File: config.mk
export PLATFORM = sky130hd
export DESIGN_NAME = pipe_adder
export DESIGN_NICKNAME = d
export VERILOG_FILES = /design/src/rtl/pipe_adder_pkg.sv /design/src/rtl/pipe_adder_stage.sv /design/src/rtl/pipe_adder.sv
export SDC_FILE = /design/constraint.sdc
export NUM_CORES = 1
export LEC_CHECK = 0
export BUFFER_PORTS_ARGS = -buffer_cell sky130_fd_sc_hd__buf_2
export CELL_PAD_IN_SITES_DETAIL_PLACEMENT = 1
export CELL_PAD_IN_SITES_GLOBAL_PLACEMENT = 1
export CORE_ASPECT_RATIO = 0.9
export CORE_UTILIZATION = 58
export CTS_BUF_LIST = sky130_fd_sc_hd__clkbuf_4 sky130_fd_sc_hd__clkbuf_8 sky130_fd_sc_hd__clkbuf_16
export CTS_CLUSTER_DIAMETER = 150
export CTS_CLUSTER_SIZE = 14
export DETAILED_ROUTE_END_ITERATION = 10
export PLACE_DENSITY = 0.88
export SYNTH_ARGS = -nofsm -noshare
export SYNTH_HDL_FRONTEND = slang
export SYNTH_HIERARCHICAL = 1
export SYNTH_SLANG_ARGS = --single-unit
File: constraint.sdc
create_clock -name clk_i -period 8.6 [get_ports clk_i]
set_clock_uncertainty 0.1 [all_clocks]
set_input_delay 1.72 -clock clk_i [delete_from_list [all_inputs] [get_ports clk_i]]
set_output_delay 1.72 -clock clk_i [all_outputs]
set_load 0.02 [all_outputs]
File: src/rtl/pipe_adder_pkg.sv
// Shared helpers for pipe_adder: the per-chunk ripple result type and the
// chunk_add ripple function used by every pipeline slice.
package pipe_adder_pkg;

    localparam int unsigned MaxChunkW = 128;

    typedef struct packed {
        logic                 cout;
        logic [MaxChunkW-1:0] sum;
    } chunk_res_t;

    // Ripples the low w bits of a and b; result bits at and above w stay zero.
    function automatic chunk_res_t chunk_add(input logic [MaxChunkW-1:0] a,
                                             input logic [MaxChunkW-1:0] b,
                                             input logic                 cin,
                                             input int                   w);
        chunk_res_t res;
        logic       c;
        res = '0;
        c   = cin;
        for (int i = 0; i < int'(MaxChunkW); i++) begin
            if (i < w) begin
                res.sum[i] = a[i] ^ b[i] ^ c;
                c          = (a[i] & b[i]) | (c & (a[i] ^ b[i]));
            end
        end
        res.cout = c;
        return res;
    endfunction

endpackage

File: src/rtl/pipe_adder_stage.sv
// One pipeline slice: ripples chunk Index of the sum, forwards the carry and the
// not-yet-consumed operand bits, with a valid/ready register handshake.
module pipe_adder_stage
    import pipe_adder_pkg::*;
#(
    parameter int unsigned Width  = 32,
    parameter int unsigned ChunkW = 8,
    parameter int unsigned Index  = 0
) (
    input  logic             clk_i,
    input  logic             rst_ni,
    input  logic             valid_i,
    output logic             ready_o,
    input  logic [Width-1:0] a_i,
    input  logic [Width-1:0] b_i,
    input  logic [Width-1:0] sum_i,
    input  logic             carry_i,
    output logic             valid_o,
    input  logic             ready_i,
    output logic [Width-1:0] a_o,
    output logic [Width-1:0] b_o,
    output logic [Width-1:0] sum_o,
    output logic             carry_o
);

    typedef struct packed {
        logic [Width-1:0] a_rem;
        logic [Width-1:0] b_rem;
        logic [Width-1:0] sum;
        logic             carry;
    } payload_t;

    payload_t   pay_d;
    payload_t   pay_q;
    logic       valid_q;
    chunk_res_t res;
    logic       unused_hi;

    // Operands are kept right-aligned, so the next chunk is always in the low bits.
    always_comb begin
        res         = chunk_add(MaxChunkW'(a_i[ChunkW-1:0]), MaxChunkW'(b_i[ChunkW-1:0]),
                                carry_i, int'(ChunkW));
        pay_d.a_rem = a_i >> ChunkW;
        pay_d.b_rem = b_i >> ChunkW;
        pay_d.sum   = sum_i | (Width'(res.sum[ChunkW-1:0]) << (Index * ChunkW));
        pay_d.carry = res.cout;
    end

    assign unused_hi = |(res.sum >> ChunkW);

    assign ready_o = !valid_q || ready_i;

    always_ff @(posedge clk_i or negedge rst_ni) begin
        if (!rst_ni) begin
            valid_q <= 1'b0;
            pay_q   <= '0;
        end else if (ready_o) begin
            valid_q <= valid_i;
            if (valid_i) begin
                pay_q <= pay_d;
            end
        end
    end

    assign valid_o = valid_q;
    assign a_o     = pay_q.a_rem;
    assign b_o     = pay_q.b_rem;
    assign sum_o   = pay_q.sum;
    assign carry_o = pay_q.carry;

endmodule

File: src/rtl/pipe_adder.sv
// Pipelined Width-bit adder built from Stages ripple slices with valid/ready flow control.
// Define PIPE_ADDER_SUB_EN to add a per-operation sub_i select computing A - B.
module pipe_adder
    import pipe_adder_pkg::*;
#(
    parameter int unsigned Width  = 32,
    parameter int unsigned Stages = 4
) (
    input  logic             clk_i,
    input  logic             rst_ni,
    input  logic             in_valid_i,
    output logic             in_ready_o,
    input  logic [Width-1:0] in1_i,
    input  logic [Width-1:0] in2_i,
    input  logic             carry_i,
`ifdef PIPE_ADDER_SUB_EN
    input  logic             sub_i,
`endif
    output logic             out_valid_o,
    input  logic             out_ready_i,
    output logic [Width-1:0] sum_o,
    output logic             carry_o
);

    localparam int unsigned ChunkW = Width / Stages;

    if (Stages < 1 || Stages > Width) begin : g_bad_stages
        $error("pipe_adder: Stages must be in 1..Width");
    end
    if (Width % Stages != 0) begin : g_bad_split
        $error("pipe_adder: Width must be a multiple of Stages");
    end
    if (ChunkW > MaxChunkW) begin : g_bad_chunk
        $error("pipe_adder: chunk width exceeds MaxChunkW");
    end

    logic [Width-1:0] b_in;
    logic             c_in;

`ifdef PIPE_ADDER_SUB_EN
    // Subtraction rides the same adders as A + ~B + 1, so later stages need no sub flag.
    assign b_in = sub_i ? ~in2_i : in2_i;
    assign c_in = sub_i ? 1'b1 : carry_i;
`else
    assign b_in = in2_i;
    assign c_in = carry_i;
`endif

    logic [Stages:0]  valid_s;
    logic [Stages:0]  carry_s;
    logic [Width-1:0] a_s   [Stages+1];
    logic [Width-1:0] b_s   [Stages+1];
    logic [Width-1:0] sum_s [Stages+1];
    logic             unused_ops;

    assign valid_s[0] = in_valid_i;
    assign carry_s[0] = c_in;
    assign a_s[0]     = in1_i;
    assign b_s[0]     = b_in;
    assign sum_s[0]   = '0;

    for (genvar k = 0; k < Stages; k++) begin : g_stage
        logic ready;
        logic ready_nxt;

        if (k == Stages - 1) begin : g_tail
            assign ready_nxt = out_ready_i;
        end else begin : g_link
            assign ready_nxt = g_stage[k+1].ready;
        end

        pipe_adder_stage #(
            .Width  (Width),
            .ChunkW (ChunkW),
            .Index  (k)
        ) u_stage (
            .clk_i   (clk_i),
            .rst_ni  (rst_ni),
            .valid_i (valid_s[k]),
            .ready_o (ready),
            .a_i     (a_s[k]),
            .b_i     (b_s[k]),
            .sum_i   (sum_s[k]),
            .carry_i (carry_s[k]),
            .valid_o (valid_s[k+1]),
            .ready_i (ready_nxt),
            .a_o     (a_s[k+1]),
            .b_o     (b_s[k+1]),
            .sum_o   (sum_s[k+1]),
            .carry_o (carry_s[k+1])
        );
    end

    assign unused_ops = ^{a_s[Stages], b_s[Stages]};

    assign in_ready_o  = g_stage[0].ready;
    assign out_valid_o = valid_s[Stages];
    assign sum_o       = sum_s[Stages];
    assign carry_o     = carry_s[Stages];

endmodule

== Yosys cells after proc, flatten, opt, wreduce, memory -nomap -nowiden ==
Index checks and enable logic that the tools add are counted.
Operators by class
  add/subtract/negate cells: 0
  multipliers: 0
  divide/modulo/power cells: 0
  $lt $le $gt $ge: 0
  equal/unequal tests: 0
  shift-type cells: 0
  multiplexer cells: 0
  bitwise operators: 163
  reduce and logical (&&, ||, !) cells: 12
Operator list (count)
  $and A1 B1 Y1: 64
  $xor A1 B1 Y1: 64
  $or A1 B1 Y1: 32
  $or A32 B24 Y32: 1
  $or A32 B32 Y32: 1
  $or A8 B16 Y16: 1
  $reduce_and A2 Y1: 4
  $logic_not A1 Y1: 4
  $logic_or A1 B1 Y1: 4
Word-level totals
  register bits: 208
  bits in latches: 0
  bits in writable memories: 0
  bits in read-only memories: 0
  input bits: 69
  output and inout bits: 35
  word-level logic and storage cells: 193
  memories kept: 0

== Logic depth before layout (Yosys ltp) ==
Gate-level depths: netlist (run 1).
  depth after elaboration: 17
  depth in mapped cells: 12
  depth with buffers taken out: 12

== By module ==
The synthesis (run 1) kept the hierarchy.
Modules (own cells, without submodules)
  pipe_adder_stage: times used 4, cells each 226, area an instance 3781.1 um^2, seq. area each 2052.0 um^2
  pipe_adder: times used 1, cells each 1, area an instance 3.8 um^2, seq. area each 0.0 um^2

== Worst setup path after synthesis (run 1) ==
OpenSTA, ideal clock, no wires.
  path kind: in2out
  start: in out_ready_i
  end: out in_ready_o
  arrival time: 3.527 ns
  required time: 6.780 ns
  setup slack: 3.253 ns
  stages: 8
  buffers on the path: 4
  path through: nand2b_4 clkbuf_1 nand2b_4 clkbuf_1 nand2b_4 clkbuf_1 nand2b_4 clkbuf_1
Between the ends
  cells in the longest elaborated chain, start to end: 4
RTL lines
  start, declared: line pipe_adder.sv:20  | input logic out_ready_i,
  $logic_or A1 B1 Y1: line pipe_adder_stage.sv:51  | assign ready_o = !valid_q || ready_i;
  named net g_stage[2].ready_nxt: line pipe_adder.sv:64  | logic ready_nxt;
  $logic_or A1 B1 Y1: line pipe_adder_stage.sv:51
  named net g_stage[1].ready_nxt: line pipe_adder.sv:64
  $logic_or A1 B1 Y1: line pipe_adder_stage.sv:51
  named net g_stage[0].ready_nxt: line pipe_adder.sv:64
  $logic_or A1 B1 Y1: line pipe_adder_stage.sv:51
  end, declared: line pipe_adder.sv:12  | output logic in_ready_o,
The timed path passes the listed nets, and every way through them passes these cells.

== Worst setup path after layout (run 1) ==
  start: in in1_i[0]
  end: reg g_stage[0].u_stage.pay_q, in the netlist g_stage[0].u_stage/sum_o[7]
Between the ends
  cells in the longest elaborated chain, start to end: 16
  elaborated cells between the ends (all ways): 17
  classes of those cells: bitwise: 17
RTL lines
  start, declared: line pipe_adder.sv:13  | input logic [Width-1:0] in1_i,
  $xor A1 B1 Y1: line pipe_adder_pkg.sv:24  | c = (a[i] & b[i]) | (c & (a[i] ^ b[i]));
  $and A1 B1 Y1: line pipe_adder_pkg.sv:24
  $or A1 B1 Y1 (*): line pipe_adder_pkg.sv:24
  $and A1 B1 Y1 (*): line pipe_adder_pkg.sv:24
  $or A1 B1 Y1 (*): line pipe_adder_pkg.sv:24
  $and A1 B1 Y1 (*): line pipe_adder_pkg.sv:24
  $or A1 B1 Y1 (*): line pipe_adder_pkg.sv:24
  $and A1 B1 Y1 (*): line pipe_adder_pkg.sv:24
  $or A1 B1 Y1 (*): line pipe_adder_pkg.sv:24
  $and A1 B1 Y1 (*): line pipe_adder_pkg.sv:24
  $or A1 B1 Y1 (*): line pipe_adder_pkg.sv:24
  $and A1 B1 Y1 (*): line pipe_adder_pkg.sv:24
  $or A1 B1 Y1 (*): line pipe_adder_pkg.sv:24
  $and A1 B1 Y1 (*): line pipe_adder_pkg.sv:24
  $or A1 B1 Y1 (*): line pipe_adder_pkg.sv:24
  $xor A1 B1 Y1 (*): line pipe_adder_pkg.sv:23  | res.sum[i] = a[i] ^ b[i] ^ c;
  end signal, assigned: line pipe_adder_stage.sv:60  | pay_q <= pay_d;
  end, declared: line pipe_adder_stage.sv:34  | payload_t pay_q;
Every way passes the cells marked *; elsewhere a longest branch is shown, timed or not.
A chain may end at the register's enable or synchronous reset.

==> results of run 1 <==
metrics by stage:
| stage | utilization | power [W] | hold WS (ns) | worst slack, ns |
|---|---|---|---|---|
| 6_report | 0.6471 | 0.003525 | 0.4089 | 3.776 |
| 5_1_grt | 0.6471 | 0.003704 | 0.4295 | 3.643 |
| 4_1_cts | 0.6471 | 0.003562 | 0.4096 | 3.780 |
| 3_5_place_dp | 0.6172 | 0.002713 | 0.3932 | 3.300 |
| 3_3_place_gp | 0.6172 | 0.002595 | 0.3936 | 3.453 |
| 2_1_floorplan | - | 0.002409 | 0.3762 | 3.253 |
worst min path at each step:
stage	from	end
final	g_stage[0].u_stage/a_o[16]$_DFFE_PN0P_	g_stage[1].u_stage/a_o[8]$_DFFE_PN0P_
after global routing	g_stage[2].u_stage/sum_o[3]$_DFFE_PN0P_	g_stage[2].u_stage/sum_o[3]$_DFFE_PN0P_
after CTS	g_stage[0].u_stage/a_o[16]$_DFFE_PN0P_	g_stage[1].u_stage/a_o[8]$_DFFE_PN0P_
after detailed placement	g_stage[1].u_stage/b_o[11]$_DFFE_PN0P_	g_stage[1].u_stage/b_o[11]$_DFFE_PN0P_
after global placement	g_stage[2].u_stage/sum_o[17]$_DFFE_PN0P_	g_stage[3].u_stage/sum_o[17]$_DFFE_PN0P_
after floorplan	g_stage[0].u_stage/b_o[11]$_DFFE_PN0P_	g_stage[0].u_stage/b_o[11]$_DFFE_PN0P_
routing by layer:
metal	vias up	track usage	wire, µm
li1	2346	-	-
met1	2894	0.3246	9794
met2	125	0.4782	12490
met3	50	0.03750	718
met4	0	0.09164	768
met5	-	0	0
power groups by stage:
stage          sequential (W)  combinational (W)  clock, W
2_1_floorplan         0.00166           0.000751         0
3_3_place_gp          0.00163           0.000961         0
3_5_place_dp          0.00167            0.00104         0
4_1_cts               0.00167            0.00106  0.000830
5_1_grt               0.00170            0.00114  0.000858
6_report              0.00166            0.00105  0.000808
cell type report:
type | instances | area, µm² | area share
inverters | 40 | 150.1 | 0.01300
flip-flops and latches | 232 | 5806 | 0.5028
multi-input cells | 360 | 4208 | 0.3644
well taps | 240 | 300.3 | 0.02601
clock inverters | 1 | 8.758 | 0.0007586
repair buffers | 106 | 548.0 | 0.04746
clock buffers | 21 | 525.5 | 0.04551
critical path: stages:
cell and delay [ns]:
buf_2 0.11, fa_1 0.46, fa_1 0.40, fa_1 0.40, fa_1 0.37, inv_1 0.08
fa_1 0.18, inv_1 0.05, fa_1 0.37, fa_1 0.37, inv_1 0.07, fa_1 0.41
a31oi_1 0.13
sequential cells by signal, summed over array words and instances, names as in the netlist:
name,count
g_stage.u_stage/b_o,48
g_stage.u_stage/carry_o,4
g_stage.u_stage/valid_o,4
g_stage.u_stage/a_o,48
g_stage.u_stage/sum_o,128
==> qor.yml, run 1 <==
placement:
  dpl-instance-area_mm2: 0.01101
  port_buffers: 103
  dp_hpwl_mm: 15.52
  gp_congestion: 0.7868
  dp.cells: 978
clock_network:
  cts-root-buf: "clkbuf_16"
  clockBufferDepth: 3
  clk_latency_ns: 0.49
  holdBufCountCts: 0
  clock-sinks: 232
  post_cts_resized: 0
  htreeDepth: 1
  cts_buffers: 20
  clkTransAtPathRegs_ns: 0.07
  tritoncts: "built"
  cts_setup_buffers: 0
sta:
  tns_ns: 0
  timing.final.crit_share: 0.5610
  max-slew-margin-rel: 0.2528
  finalSetupViolations: 0
  rsz0062_at_grt: "false"
  finalMaxSlewViolations: 0
  period_minus_slack_ns: 4.824
  finalHoldViolations: 0
  worstMarginPinSlew_ns: 1.121
  fmax_mhz: 207.3
power:
  power_switching_w: 0.001111
  swShare: 0.3152
  combPwrFrac: 0.299
  clock_power_share: 0.229
  seqPwrFrac: 0.472
  leakagePower_nw: 5.512
  power_density_mw_per_mm2: 305.3
  power.internal_w: 0.002414
  vdd_ir_drop_max_v: 0.0001553
global_routing:
  grt_pass1_vias: 6334
  grt_pass1_wl_mm: 37.56
  grt_overflow: 0
  antenna_found_initial: 0
  grt_max_degree: 143
  grt_usage: 0.2622
route:
  drt.antenna.violating_nets: 0
  drtPass1Iterations: 4
  drc: 0
  wl_per_cell_um: 23.77
  via_per_inst: 5.415
  num_vias: 5415
  routed_wl_mm: 23.77
  drt-initial-drc-count: 268
layout:
  layout_common_cells: "dfrtp_1, mux2_4, buf_2"
  final_common_cell: "dfrtp_1"
  fin_area_mm2: 0.01155
  layout-drive-gt1-share: 0.4316
  fin_nets: 861
  n_fill_cell: 1633
  syn_to_final_growth_pct: 7.981
  n_antenna_cell: 0
  stdcell_count: 1000
floorplanning:
  dieArea_mm2: 0.01898
  core_area_mm2: 0.01784
  io_pins: 104
  placementRows: 46
  die_x_um: 145.1
  start_util: 0.5993
  die_h_um: 130.8
setup_path:
  crit_path_start: "in1_i[0]"
  rrSetupSlack_ns: 4.39
  crit_fanout: 1
  rr_worst_depth: 12
  reg2reg_from: "g_stage[0].u_stage/a_o[0]$_DFFE_PN0P_"
  start_kind: "primary input"
  cp-end-kind: "register"
  required_ns: 8.92
  path_class: "primary input to register"
  arrival_ns: 5.14
  worstReg2RegEnd: "g_stage[1].u_stage/sum_o[15]$_DFFE_PN0P_"
  crit_end: "g_stage[0].u_stage/sum_o[7]$_DFFE_PN0P_"
flow_run:
  drv_cap: 0
run_status:
  status: "finished, final reports clean"
synthesis:
  ys_warn_count: 6
  syn_area_per_cell_um2: 16.71
  synth_cells: 640
  syn_area_mm2: 0.01069
min_path:
  holdPathStages: 1
  hold_path_class: "register to register"
Power figures use the tool's default switching activity.
==> run 2, diff against run 1 <==
ABC_AREA = 1   (was default)
CORE_UTILIZATION = 44   (was 58)
PLACE_DENSITY = 0.79   (was 0.88)
clock period = 4.2 ns   (was 8.6 ns; I/O delays follow)
==> run 2 against run 1 <==
Effect of this change:
- synthesized cell count increased by 84%
- combinational power increased by 140%
- sequential power increased by 110%
- cell count increased by 56%
- largest cell class unchanged
- sequential share of layout area decreased by 0.26 points
- worst setup slack got worse by 3.6 ns
- wire length increased by 3.5%
- utilization decreased by 16 points
- critical endpoint is now g_stage[2].u_stage/sum_o[23]$_DFFE_PN0P_
- design area increased by 0.54%
==> qor.yml, run 2 <==
clock_network:
  cts-root-buf: "clkbuf_16"
  holdBufCountCts: 0  # unchanged
  clkTransAtPathRegs_ns: 0.07  # about the same
  clock-sinks: 232  # unchanged
  clk_latency_ns: 0.50  # about the same
  tritoncts: "built"
  cts_buffers: 20  # unchanged
  cts_setup_buffers: 0  # unchanged
  clockBufferDepth: 3  # unchanged
  htreeDepth: 1  # unchanged
  post_cts_resized: 0  # unchanged
synthesis:
  ys_warn_count: 6  # unchanged
  synth_cells: 1178  # +84%
  syn_area_mm2: 0.01075  # +0.56%
  syn_area_per_cell_um2: 9.128  # -45%
layout:
  layout_common_cells: "nand2_1, dfrtp_1, nand3_1"
  syn_to_final_growth_pct: 7.959  # about the same
  final_util: 0.4904  # -0.1568
  stdcell_count: 1556  # +56%
  final_common_cell: "nand2_1"
  fin_nets: 1354  # +57%
  largest_reg_flops: 128  # unchanged
  layout-drive-gt1-share: 0.1284  # -0.3032
  n_antenna_cell: 0  # unchanged
  fin_area_mm2: 0.01161  # +0.54%
route:
  drt-initial-drc-count: 492  # +84%
  wl_per_cell_um: 15.81  # -34%
  num_vias: 7651  # +41%
  via_per_inst: 4.917  # -9.2%
  drtPass1Iterations: 4  # unchanged
  routed_wl_mm: 24.59  # +3.5%
  drc: 0  # unchanged
  drt.antenna.violating_nets: 0  # unchanged
power:
  combPwrFrac: 0.324  # +0.025
  seqPwrFrac: 0.455  # -0.017
  total_power_w: 0.007627  # +120%
  power_density_mw_per_mm2: 657.0  # +120%
  clock_power_share: 0.220  # -0.009
  leakagePower_nw: 6.471  # +17%
  power.internal_w: 0.004693  # +94%
  swShare: 0.3847  # +0.06952
  power_switching_w: 0.002934  # +160%
  vdd_ir_drop_max_v: 0.0002559  # +65%
setup_path:
  path_class: "register to register"
  arrival_ns: 4.32  # -0.82 ns
  crit_fanout: 2  # +1
  required_ns: 4.54  # -4.38 ns
  cp-end-kind: "register"
  start_kind: "register"
floorplanning:
  dieArea_mm2: 0.02507  # +32%
  die_h_um: 150.3  # +15%
  placementRows: 53  # +15%
  io_pins: 104  # unchanged
  core_area_mm2: 0.02367  # +33%
  die_x_um: 166.8  # +15%
  start_util: 0.4542  # -0.1451
sta:
  worstMarginPinSlew_ns: 0.9298  # -0.1909 ns
  finalHoldViolations: 0  # unchanged
  finalMaxSlewViolations: 0  # unchanged
  timing.final.crit_share: 0.9464
  max-slew-margin-rel: 0.3801  # +0.1273
  period_minus_slack_ns: 3.975
  finalSetupViolations: 0  # unchanged
  fmax_mhz: 251.6
  tns_ns: 0  # unchanged
  rsz0062_at_grt: "false"
global_routing:
  grt_usage: 0.2063  # -0.05585
  antenna_found_initial: 0  # unchanged
  grt_pass1_vias: 7964  # +26%
  grt_pass1_wl_mm: 41.38  # +10%
  grt_max_degree: 95  # -34%
  grt_overflow: 0  # unchanged
run_status:
  status: "finished, final reports clean"
placement:
  dp_hpwl_mm: 15.97  # +2.9%
  port_buffers: 103  # unchanged
  dpl-instance-area_mm2: 0.01107  # +0.50%
  gp_congestion: 0.7708  # -2.0%
  dp.cells: 1533  # +57%
min_path:
  hold_path_class: "primary input to asynchronous set/reset pin"
flow_run:
  drv_cap: 0  # unchanged
-- run 2: worst paths after layout --
path | start | end | slack (ns) | cells after the start
setup / recovery | g_stage[1].u_stage/a_o[0]$_DFFE_PN0P_ | g_stage[2].u_stage/sum_o[23]$_DFFE_PN0P_ | 0.23 | 14
hold / removal | rst_ni | g_stage[0].u_stage/a_o[17]$_DFFE_PN0P_ | 0.24 | 1
setup reg to reg | g_stage[1].u_stage/a_o[0]$_DFFE_PN0P_ | g_stage[2].u_stage/sum_o[23]$_DFFE_PN0P_ | 0.23 | 14
hold reg to reg | g_stage[3].u_stage/sum_o[21]$_DFFE_PN0P_ | g_stage[3].u_stage/sum_o[21]$_DFFE_PN0P_ | 0.37 | 2
max in group asynchronous | rst_ni | g_stage[1].u_stage/sum_o[28]$_DFFE_PN0P_ | 2.86 | 2
min in group clk_i | g_stage[3].u_stage/sum_o[21]$_DFFE_PN0P_ | g_stage[3].u_stage/sum_o[21]$_DFFE_PN0P_ | 0.37 | 2
-- run 2: worst max-delay path: stages (launching register included) --
cell,delay [ns]
dfrtp_1,0.40
fa_1,0.44
fa_1,0.39
fa_1,0.39
fa_1,0.37
inv_1,0.08
fa_1,0.16
inv_1,0.05
fa_1,0.42
fa_1,0.39
inv_1,0.08
fa_1,0.40
nand2_1,0.08
nand3_1,0.08
nand2_1,0.10
-- run 2: area by class of cell --
type,count,area (µm²)
timing repair buffer,115,628.1
inverter,92,345.3
multi-input combinational,792,3909
clock buffer,22,533.0
fill,2809,12070
sequential,232,5807
tap,302,377.9
clock inverter,1,8.758
-- run 2: layer usage --
layer,track usage,share of wire,vias to the layer above
met5,0,0,-
met4,0.05741,0.024,0
met3,0.02524,0.039,32
met2,0.3401,0.47,134
met1,0.2895,0.47,3760
li1,-,-,3725
-- run 2: stage by stage --
step / setup WS [ns] / hold WS, ns
2_1_floorplan: 0.03138 / 0.3407
3_3_place_gp: -0.2041 / 0.3524
3_5_place_dp: -0.2590 / 0.3583
4_1_cts: 0.2044 / 0.2829
5_1_grt: 0.02756 / 0.3022
6_report: 0.2252 / 0.2401
-- run 2: power by group through the flow --
stage          Combinational [W]  Sequential, W  Clock, W
2_1_floorplan            0.00182        0.00354         0
3_3_place_gp             0.00239        0.00348         0
3_5_place_dp             0.00250        0.00351         0
4_1_cts                  0.00252        0.00348   0.00174
5_1_grt                  0.00284        0.00357   0.00181
6_report                 0.00247        0.00347   0.00168
==> run 3, diff against run 2 <==
PLACE_DENSITY = 0.8   (was 0.79)
==> run 3 against run 2 <==
Effect of this change:
- sequential power about the same
- critical endpoint unchanged
- register-to-register slack worse by 0.06 ns
- maximum frequency is 1.5% lower
==> qor.yml, run 3 (synthesis gave the netlist of run 2 again) <==
clock_network:
  cts_buffers: 20  # unchanged
  clkTransAtPathRegs_ns: 0.07  # about the same
  cts-root-buf: "clkbuf_16"
  htreeDepth: 1  # unchanged
  clk_latency_ns: 0.50  # about the same
  tritoncts: "built"
  holdBufCountCts: 0  # unchanged
  clock-sinks: 232  # unchanged
  clockBufferDepth: 3  # unchanged
global_routing:
  grt_overflow: 0  # unchanged
  grtUsageMet3: 0.02392  # -0.001314
  use_met1: 0.2963  # +0.006795
  grt_pass1_wl_mm: 42.11  # +1.8%
  grt_pass1_vias: 8196  # +2.9%
  grt_max_degree: 101  # +6.3%
  grt_util_met2: 0.3504  # +0.01029
  antenna_found_initial: 0  # unchanged
  grt_usage: 0.2095  # +0.003214
  busiest_layer: "met2"
floorplanning:
  die_h_um: 150.3  # unchanged
  dieArea_mm2: 0.02507  # unchanged
  core_area_mm2: 0.02367  # unchanged
  die_x_um: 166.8  # unchanged
  start_util: 0.4542  # unchanged
  placementRows: 53  # unchanged
  io_pins: 104  # unchanged
setup_path:
  slowest_stage: "fa_1"
  worstReg2RegEnd: "g_stage[2].u_stage/sum_o[23]$_DFFE_PN0P_"
  crit_top_cell: "fa_1"
  reg2reg_from: "g_stage[1].u_stage/a_o[0]$_DFFE_PN0P_"
  worstPathCellList: "fa_1, fa_1, fa_2, fa_1, inv_1, fa_1, inv_1, fa_1, fa_1, inv_1, fa_1, nand2_1, nand3_1, nand2_1"
  arrival_ns: 4.37  # +0.05 ns
  path_class: "register to register"
  cp-end-kind: "register"
  max_stage_delay_ns: 0.47  # +0.03 ns
  start_kind: "register"
  crit_fanout: 2  # unchanged
  rr_worst_depth: 14  # unchanged
  rrSetupSlack_ns: 0.16  # -0.06 ns
  required_ns: 4.53  # about the same
placement:
  port_buffers: 103  # unchanged
  dpl-instance-area_mm2: 0.01107  # about the same
  gp_congestion: 0.7805  # +1.3%
  dp_hpwl_mm: 16.36  # +2.4%
flow_run:
  drv_cap: 0  # unchanged
layout:
  n_antenna_cell: 0  # unchanged
  fin_nets: 1356  # +0.15%
  syn_to_final_growth_pct: 7.935  # about the same
  fin_area_mm2: 0.01161  # about the same
  largest_reg_flops: 128  # unchanged
  final_common_cell: "nand2_1"
  layout-drive-gt1-share: 0.1299  # +0.001491
  layout_common_cells: "nand2_1, dfrtp_1, nand3_1"
  n_fill_cell: 2791  # -0.64%
route:
  drt-initial-drc-count: 520  # +5.7%
  drc: 0  # unchanged
  via_per_inst: 4.963  # +0.94%
  num_vias: 7728  # +1.0%
  drtPass1Iterations: 4  # unchanged
  routed_wl_mm: 25.02  # +1.7%
  wl_per_cell_um: 16.07  # +1.7%
  drt.antenna.violating_nets: 0  # unchanged
power:
  power_density_mw_per_mm2: 659.4  # +0.36%
  vdd_ir_drop_max_v: 0.0002616  # +2.2%
  total_power_w: 0.007653  # +0.34%
  leakagePower_nw: 6.470  # about the same
sta:
  period_minus_slack_ns: 4.037  # +0.06198 ns
  finalHoldViolations: 0  # unchanged
  fmax_mhz: 247.7  # -1.5%
  timing.hold.ws_ns: 0.2666  # +0.02651 ns
  finalSetupViolations: 0  # unchanged
  finalMaxSlewViolations: 0  # unchanged
  timing.final.crit_share: 0.9611  # +0.01476
  max-slew-margin-rel: 0.3814  # +0.001334
  worstMarginPinSlew_ns: 0.9278  # -0.002001 ns
  rsz0062_at_grt: "false"
run_status:
  status: "finished, final reports clean"
min_path:
  hold_path_class: "primary input to asynchronous set/reset pin"
[run 3: worst max path at each step]
stage          cells after the start                                        to                             startpoint
2_1_floorplan                     14   g_stage[0].u_stage/sum_o[7]$_DFFE_PN0P_                               in1_i[0]
3_3_place_gp                      15   g_stage[0].u_stage/sum_o[7]$_DFFE_PN0P_                               in1_i[0]
3_5_place_dp                      15   g_stage[0].u_stage/sum_o[7]$_DFFE_PN0P_                               in1_i[0]
4_1_cts                           14  g_stage[2].u_stage/sum_o[23]$_DFFE_PN0P_  g_stage[1].u_stage/a_o[0]$_DFFE_PN0P_
5_1_grt                           14  g_stage[3].u_stage/sum_o[31]$_DFFE_PN0P_  g_stage[2].u_stage/a_o[0]$_DFFE_PN0P_
6_report                          14  g_stage[2].u_stage/sum_o[23]$_DFFE_PN0P_  g_stage[1].u_stage/a_o[0]$_DFFE_PN0P_
[run 3: worst max-delay path, delay by kind of cell, from the launching register on]
kind	cells	cell delay [ns]
adders and majority gates	8	2.98
buffers and inverters	3	0.21
DFF	1	0.42
and+or+nand+nor	3	0.27
[run 3: layout make-up]
type                            instances  area [µm²]  area share
Timing Repair Buffer                  117       630.6     0.05433
Inverter                               92       345.3     0.02975
Sequential cell                       232        5807      0.5003
Clock buffer                           21       525.5     0.04528
Multi-Input combinational cell        792        3911      0.3370
Tap cell                              302       377.9     0.03256
Clock inverter                          1       8.758   0.0007546
[run 3: per-stage QoR]
step	setup WS, ns	TNS (ns)	cells	util
2_1_floorplan	0.03138	0	1209	-
3_3_place_gp	-0.1945	-0.1945	1535	0.4676
3_5_place_dp	-0.3186	-0.3186	1535	0.4676
4_1_cts	0.1238	0	1557	0.4901
5_1_grt	0.02783	0	1557	0.4902
6_report	0.1633	0	1557	0.4902
[run 3: metal layers]
| metal | vias to the layer above | share of wire |
|---|---|---|
| li1 | 3729 | - |
| met1 | 3831 | 0.47 |
| met2 | 130 | 0.48 |
| met3 | 38 | 0.034 |
| met4 | 0 | 0.017 |
| met5 | - | 0 |
[run 3: report_power, final]
group | internal, W | total [W] | switching (W) | leakage [nW]
Sequential | 0.00297 | 0.00347 | 0.000505 | 2.85
Clock | 0.000884 | 0.00167 | 0.000782 | 0.263
Combinational | 0.000849 | 0.00251 | 0.00166 | 3.36
Total | 0.00470 | 0.00765 | 0.00295 | 6.47
[run 3: repair_timing]
action,CTS,global route
endpoints found under the setup margin,0,1
endpoints found under the hold margin,0,0
gates resized for setup,0,1
setup buffers,0,0
